[src/rtl/x_muldiv_seq.sv]
// rtl/x_muldiv_seq.sv - iterative unsigned MUL/MULHU/DIVU/REMU sequencer, one bit per cycle
// Stalls the X stage while an operation is in flight and returns a registered result.
module x_muldiv_seq #(
  parameter int N_BITS = 32
) (
  input  logic              clk,
  input  logic              rst,
  input  logic              req_valid,
  output logic              req_ready,
  input  logic [1:0]        req_op,
  input  logic [N_BITS-1:0] op1,
  input  logic [N_BITS-1:0] op2,
  input  logic              flush,
  output logic              resp_valid,
  input  logic              resp_ready,
  output logic [N_BITS-1:0] result,
  output logic              x_stall
);

  localparam int CW = (N_BITS > 1) ? $clog2(N_BITS) : 1;

  typedef enum logic [1:0] {S_IDLE, S_RUN, S_DONE} state_t;

  state_t              state_q, state_d;
  logic [CW-1:0]       cnt_q, cnt_d;
  logic [1:0]          op_q, op_d;
  logic [N_BITS-1:0]   a_q, a_d;
  logic [N_BITS-1:0]   b_q, b_d;
  logic [N_BITS-1:0]   rem_q, rem_d;
  logic [N_BITS-1:0]   result_q, result_d;
  logic [2*N_BITS-1:0] acc_q, acc_d;

  logic                accept;
  logic                div_zero;
  logic                last;
  logic [N_BITS:0]     psum;
  logic [N_BITS:0]     trial;
  logic [N_BITS:0]     diff;

  assign accept   = (state_q == S_IDLE) && req_valid && !flush;
  assign div_zero = req_op[1] && (op2 == '0);
  assign last     = (cnt_q == CW'(N_BITS - 1));

  always_ff @(posedge clk) begin
    if (rst) begin
      state_q <= S_IDLE;
    end else begin
      state_q <= state_d;
    end
  end

  always_comb begin
    state_d = state_q;
    if (flush) begin
      state_d = S_IDLE;
    end else begin
      case (state_q)
        S_IDLE: if (req_valid) state_d = div_zero ? S_DONE : S_RUN;
        S_RUN:  if (last) state_d = S_DONE;
        S_DONE: if (resp_ready) state_d = S_IDLE;
        default: state_d = S_IDLE;
      endcase
    end
  end

  always_comb begin
    req_ready  = (state_q == S_IDLE);
    resp_valid = (state_q == S_DONE);
    x_stall    = ((state_q == S_IDLE) && req_valid && !flush) ||
                 (state_q == S_RUN) ||
                 ((state_q == S_DONE) && !resp_ready);
  end

  // Multiply keeps the multiplier in the low half of acc and shifts it out LSB first;
  // divide shifts the dividend out of a_q MSB first while quotient bits shift in.
  always_comb begin
    psum     = {1'b0, acc_q[2*N_BITS-1:N_BITS]} + {1'b0, (acc_q[0] ? a_q : {N_BITS{1'b0}})};
    trial    = {rem_q, a_q[N_BITS-1]};
    diff     = trial - {1'b0, b_q};
    cnt_d    = cnt_q;
    op_d     = op_q;
    a_d      = a_q;
    b_d      = b_q;
    rem_d    = rem_q;
    acc_d    = acc_q;
    result_d = result_q;
    if (accept) begin
      op_d  = req_op;
      a_d   = op1;
      b_d   = op2;
      rem_d = '0;
      acc_d = {{N_BITS{1'b0}}, op2};
      cnt_d = '0;
      if (div_zero) result_d = req_op[0] ? op1 : {N_BITS{1'b1}};
    end else if (state_q == S_RUN) begin
      cnt_d = cnt_q + CW'(1);
      if (!op_q[1]) begin
        acc_d = {psum, acc_q[N_BITS-1:1]};
      end else if (!diff[N_BITS]) begin
        rem_d = diff[N_BITS-1:0];
        a_d   = {a_q[N_BITS-2:0], 1'b1};
      end else begin
        rem_d = trial[N_BITS-1:0];
        a_d   = {a_q[N_BITS-2:0], 1'b0};
      end
      if (last && !flush) begin
        case (op_q)
          2'b00:   result_d = acc_d[N_BITS-1:0];
          2'b01:   result_d = acc_d[2*N_BITS-1:N_BITS];
          2'b10:   result_d = a_d;
          default: result_d = rem_d;
        endcase
      end
    end
  end

  always_ff @(posedge clk) begin
    if (rst) begin
      cnt_q    <= '0;
      op_q     <= '0;
      a_q      <= '0;
      b_q      <= '0;
      rem_q    <= '0;
      acc_q    <= '0;
      result_q <= '0;
    end else begin
      cnt_q    <= cnt_d;
      op_q     <= op_d;
      a_q      <= a_d;
      b_q      <= b_d;
      rem_q    <= rem_d;
      acc_q    <= acc_d;
      result_q <= result_d;
    end
  end

  assign result = result_q;

endmodule

[config.mk]
export PLATFORM = sky130hd
export DESIGN_NAME = x_muldiv_seq
export DESIGN_NICKNAME = d
export VERILOG_FILES = /design/src/rtl/x_muldiv_seq.sv
export SDC_FILE = /design/constraint.sdc
export NUM_CORES = 1
export LEC_CHECK = 0
export CAP_MARGIN = 20
export CORE_ASPECT_RATIO = 0.6
export CORE_MARGIN = 2
export CORE_UTILIZATION = 35
export DETAILED_ROUTE_END_ITERATION = 10
export GPL_TIMING_DRIVEN = 0
export SLEW_MARGIN = 25
export SYNTH_ARGS = -nofsm -noshare
export SYNTH_HDL_FRONTEND = slang
export SYNTH_SLANG_ARGS = --single-unit
[constraint.sdc]
create_clock -name clk -period 3.7 [get_ports clk]
set_clock_uncertainty 0.05 [all_clocks]
set_input_delay 0.74 -clock clk [delete_from_list [all_inputs] [get_ports clk]]
set_output_delay 0.74 -clock clk [all_outputs]
set_load 0.01 [all_outputs]
# [Yosys cells after proc, flatten, opt, wreduce, memory -nomap -nowiden]
# Index checks and enable logic that the tools add are counted.
[classes] n_mux=21 eq_ne=9 reduce_logical=18 addsub=3
[op_table] op="32-bit 2-to-1 mux" count=13
[op_table] op="32-bit one-hot mux with 3 select lines" count=1
[op_table] op="64-bit 2-to-1 mux" count=1
[op_table] op="32-bit by 32-bit adder with 33-bit output" count=1
[op_table] op="33-bit by 32-bit subtractor with 33-bit output" count=1
[op_table] op="32-bit logical NOT" count=1
[op_table] op="2-bit 2-to-1 mux" count=4
[op_table] op="2-bit one-hot mux with 3 select lines" count=1
[op_table] op="3-bit AND reduction" count=2
[op_table] op="5-bit by 1-bit adder with 5-bit output, second input constant" count=1
[op_table] op="5-bit == test, second input constant" count=1
[op_table] op="1-bit logical AND" count=5
[op_table] op="2-bit by 1-bit == test with 1-bit output, second input constant" count=2
[op_table] op="2-bit == test, second input constant" count=2
[op_table] op="2-bit logical NOT" count=2
[op_table] op="2-bit by 1-bit != test with 1-bit output, second input constant" count=2
[op_table] op="2-bit != test, second input constant" count=2
[op_table] op="2-bit nonzero test" count=2
[op_table] op="2-bit OR reduction" count=2
[op_table] op="1-bit logical NOT" count=2
[op_table] op="1-bit logical OR" count=2
[op_table] op="1-bit 2-to-1 mux" count=1
[totals] regBits=201

# [Depth between registers and ports, before layout]
# Gate-level depths: netlist (run 1).
[depth] ltp_word=7 depth_mapped=15 depth_no_buf=13

# [Worst setup path after synthesis (run 1)]
# Ideal clock, no wire load.
[synth_path] kind="register to register" start="register acc_q[0]" end="register result_q[27], in the netlist result[27]" path_slack_ns=0.695 setup_ns=0.069 arrival_time_ns=2.886 stages_incl_launch_ff=15 required_time_ns=3.581 n_path_buf=1 path_cell_list="dfxtp_1 > clkbuf_1 > and2_1 > ha_1 > inv_1 > fa_1 > nor2b_1 > o31ai_1 > a211oi_1 > o211ai_1 > a31oi_1 > nor2_1 > xor2_1 > a221o_1 > o21ai_1"
[synth_between] elab_chain_len=7
[synth_lines] element="start: declaration" line_no="31" text="logic [2*N_BITS-1:0] acc_q, acc_d;"
[synth_lines] element="start signal: assignment" line_no="124" text="acc_q <= '0;"
[synth_lines] element="start signal: assignment" line_no="132" text="acc_q <= acc_d;"
[synth_lines] element="32-bit 2-to-1 mux" line_no="77" text="psum = {1'b0, acc_q[2*N_BITS-1:N_BITS]} + {1'b0, (acc_q[0] ? a_q : {N_BITS{1'b0}})};"
[synth_lines] element="32-bit by 32-bit adder with 33-bit output" line_no="77"
[synth_lines] element="64-bit 2-to-1 mux" line_no="97" text="if (!op_q[1]) begin"
[synth_lines] element="32-bit one-hot mux with 3 select lines" line_no="107" text="case (op_q)"
[synth_lines] element="32-bit 2-to-1 mux" line_no="106" text="if (last && !flush) begin"
[synth_lines] element="32-bit 2-to-1 mux" line_no="95" text="end else if (state_q == S_RUN) begin"
[synth_lines] element="32-bit 2-to-1 mux" line_no="87" text="if (accept) begin"
[synth_lines] element="end signal: assignment" line_no="133" text="result_q <= result_d;"
[synth_lines] element="end: declaration" line_no="30" text="logic [N_BITS-1:0] result_q, result_d;"
# Every way passes these cells. The select of a mux whose other input is x is not followed.
# A chain may end at the register's enable or synchronous reset.

# [Final worst setup path (run 1)]
[layout_path] start="register acc_q[0]" end="register result_q[30], in the netlist result[30]"
# Same word-level chain as after synthesis.

==> results of run 1 <==
[cell families after synthesis]
| logic type | count (synthesis) |
|---|---|
| and+or+nand+nor | 677 |
| AOI/OAI and AO/OA | 498 |
| DFF | 201 |
| buffers and inverters | 164 |
| adders and majority gates | 68 |
| xor gates and xnor gates | 58 |
| muxes | 56 |
[sequential cells by signal (all words and copies together), names as in the netlist]
name     flops
acc_q       64
b_q         32
cnt_q        5
rem_q       32
a_q         32
op_q         2
state_q      2
result      32
[synth_stat cells (5+ instances only)]
master,instances
nand2_1,317
dfxtp_1,201
a21oi_1,187
nor2_1,163
clkbuf_1,80
ha_1,66
o21ai_0,60
inv_1,50
mux2i_1,41
and2_1,40
nor3_1,36
xnor2_1,34
a222oi_1,32
a211oi_1,31
a21o_1,28
nand3_1,24
xor2_1,23
a31oi_1,19
nand4_1,18
o211ai_1,18
buf_2,16
o21ai_1,15
buf_1,14
or3_1,14
and3_1,12
nor4_1,12
mux2_1,11
o21a_1,11
a211o_1,10
nor2b_1,10
nand2b_1,9
a22oi_1,7
o21bai_1,7
o32ai_1,7
o221ai_1,5
[layout make-up]
type,count,area [sq um],share of cell area (%)
tap,476,595.6,3.854
multi-input combinational,1357,8417,54.47
timing repair buffer,115,1124,7.271
clock inverter,6,33.78,0.2186
clock buffer,27,575.6,3.725
inverter,50,187.7,1.215
antenna,1,2.502,0.01619
sequential,201,4029,26.07
buffer,110,488.0,3.158
[metrics by stage]
step | area, sq um | total power [uW] | hold WS, ns
5_1_grt | 15450 | 5578 | 0.4308
2_1_floorplan | 12910 | 2908 | 0.3856
3_3_place_gp | 14550 | 3324 | 0.3945
6_report | 15450 | 5438 | 0.4074
4_1_cts | 15290 | 5344 | 0.4086
3_5_place_dp | 14550 | 3330 | 0.3993
[worst max-delay path by stage]
stage	startpoint	endpoint	slack (ns)	cells after the start
after floorplan	acc_q[0]	result[27]	0.69	14
after global placement	flush	x_stall	-0.98	7
final	acc_q[0]	result[30]	0.09	12
after global routing	acc_q[0]	result[25]	0.004	13
after CTS	a_q[31]	result[24]	-0.02	13
after detailed placement	flush	x_stall	-0.99	7
[power breakdown]
group,switching [uW],internal [uW]
registers,58.7,2220
logic,716,412
clock network,946,1090
total,1720,3720
[repair_timing]
action                                 4_1_cts  5_1_grt
setup buffers                                5        6
pin swaps                                    1        6
gates cloned                                 0        0
endpoints found under the hold margin        0        0
resized for setup                           24       36
setup endpoints to repair                   42       52
[worst reg2reg max path: cells and delay by family (launching register included)]
family | cells | cell delay (ns)
buffers and inverters | 1 | 0.26
and+or+nand+nor | 2 | 0.45
AOI/OAI and AO/OA | 8 | 1.98
adders and majority gates | 1 | 0.36
DFF | 1 | 0.39
[per-layer routing]
metal	share of wire (%)	track usage, %	wire (um)	vias to the layer above
li1	-	-	-	6428
met1	48	46.29	27630	6945
met2	38	38.07	21690	862
met3	12	6.508	6858	73
met4	2.1	5.889	1204	0
met5	0	0	0	-
==> metrics.txt, run 1 <==
Final HPWL DP=45.80 mm; clock root buffer master=clkbuf_16; most frequent cells in the layout=nand2_1, dfxtp_1, a21oi_1; final core occ=42.51%; Routed WL=57.38 mm; pin count of the biggest net entering global routing=16; non-filler cells, final=2343; antenna violations before repair=0; Post-synth EDFFs=0; crit path DAT=3.98 ns; reg2reg start=acc_q[0]; clock sinks=201; commonest non-fill, non-tap cell in the layout=nand2_1; CTS clk-pin slew, worst paths=0.08 ns; R2R cell count=12; Max-Cap Viols=0; top post-synthesis cells by area=dfxtp_1, nand2_1, a21oi_1, ha_1, nor2_1; WP data required=4.07 ns; worst hold endpoint=b_q[5]; worst-case vdd ir drop=0.2827 mV; slew margin rel.=25.35%; # fillers=3757; critical path, cell by cell=clkbuf_2 -> and2_1 -> ha_1 -> o211ai_1 -> o21a_1 -> a211o_1 -> a21bo_2 -> a21oi_4 -> o32ai_2 -> and4b_1 -> o41a_1 -> a31o_1; dpl cells=2302; Die Height=152.8 um; status=completed; reg-to-reg critical path endpoint=result[30]; cts hold-fix bufs=0; Total GRT Usage=28.87%; layout cells sized above 1=6.806%; Startpoint Class=flop; CTS buffer count=19; mux cell area share after synthesis=4.487%; crit-path leading delay family=compound AO/OA/AOI/OAI gates; core area=36350 sq um; Die W=252.0 um; PD cells=351.9 nW/um^2; PnR worst setup slack=0.08821 ns; gr ovfl total=0; achievable frequency=276.9 MHz; worst skew pair latency=0.52 ns; first-pass GRT wire length=83.73 mm; IO Port Bufs=104; Synth Area in Compound Gates=25.32%; ys async rst share=0%; hold wc startpoint=b_q[5]; DRT iter0 DRCs=2076; synth unique cells=85; initial cell density of the core=35.52%; synthesis-stage register bit count=201; RePlAce Congestion=0.9856; Vias/cell=6.107; max incr delay on CP=0.41 ns; Avg WL per Cell=24.49 um; DRT antenna net count=0; P&R area growth vs syn=19.68%; number of global-route vias before repair=12840; Hold WC Path Type=flop to flop; Seq/Total Area, Yosys=31.17%; worst hold stages=2; CTS HTree Levels=1; crit path buf inv count=1; Final #Nets=1993; Syn Inst Count=1722; Post-Synth XOR/XNOR Area=3.993%; RSZ-0062 raised after global routing=false; Worst Tran Pin Value=1.120 ns; Top Ports=106; CP endpoint kind=flop; min cycle time layout=3.612 ns; fin. max-slew vios=0; simple-gate share of the synthesized area=23.22%; crit share post-route=97.62%; die area=38490 sq um; Yosys warning total=0; syn_area_per_cell=7.498 sq um; r2r setup slk=0.09 ns; dpl ws=-0.9868 ns; Setup Crit Path Kind=flop to flop; CTS tree=done; routed vias=14310; slowest CP cell=o41a_1; cell accounting for the most synthesized area=dfxtp_1; Final Hold Fails=0; clk buf depth=3; Pre-antenna DRT Iters=9; Main synth FF type=dfxtp_1; Cell Area, Synth=12910 sq um; DRC Markers=0; largest fanout on the critical path=11; setup TNS=0 ns; share of the synthesized area in the top cell type=31.17%; row count=54; Lkg Pwr=0.005867 uW; syn nets=1861; combinational family with the most area after synthesis=compound AO/OA/AOI/OAI gates; final setup vio count=0; adder-cell area share of the yosys netlist=6.706%
No activity file was read; power rests on OpenSTA's default activity.
==> run 2: changes to the inputs <==
--- a/config.mk
+++ b/config.mk
@@ -11,6 +11,7 @@
 export CORE_UTILIZATION = 35
 export DETAILED_ROUTE_END_ITERATION = 10
 export GPL_TIMING_DRIVEN = 0
+export HOLD_SLACK_MARGIN = 0.1
 export SLEW_MARGIN = 25
 export SYNTH_ARGS = -nofsm -noshare
 export SYNTH_HDL_FRONTEND = slang
==> results of run 2 <==
No change in the layout: final DEF, timing and power equal those of run 1.
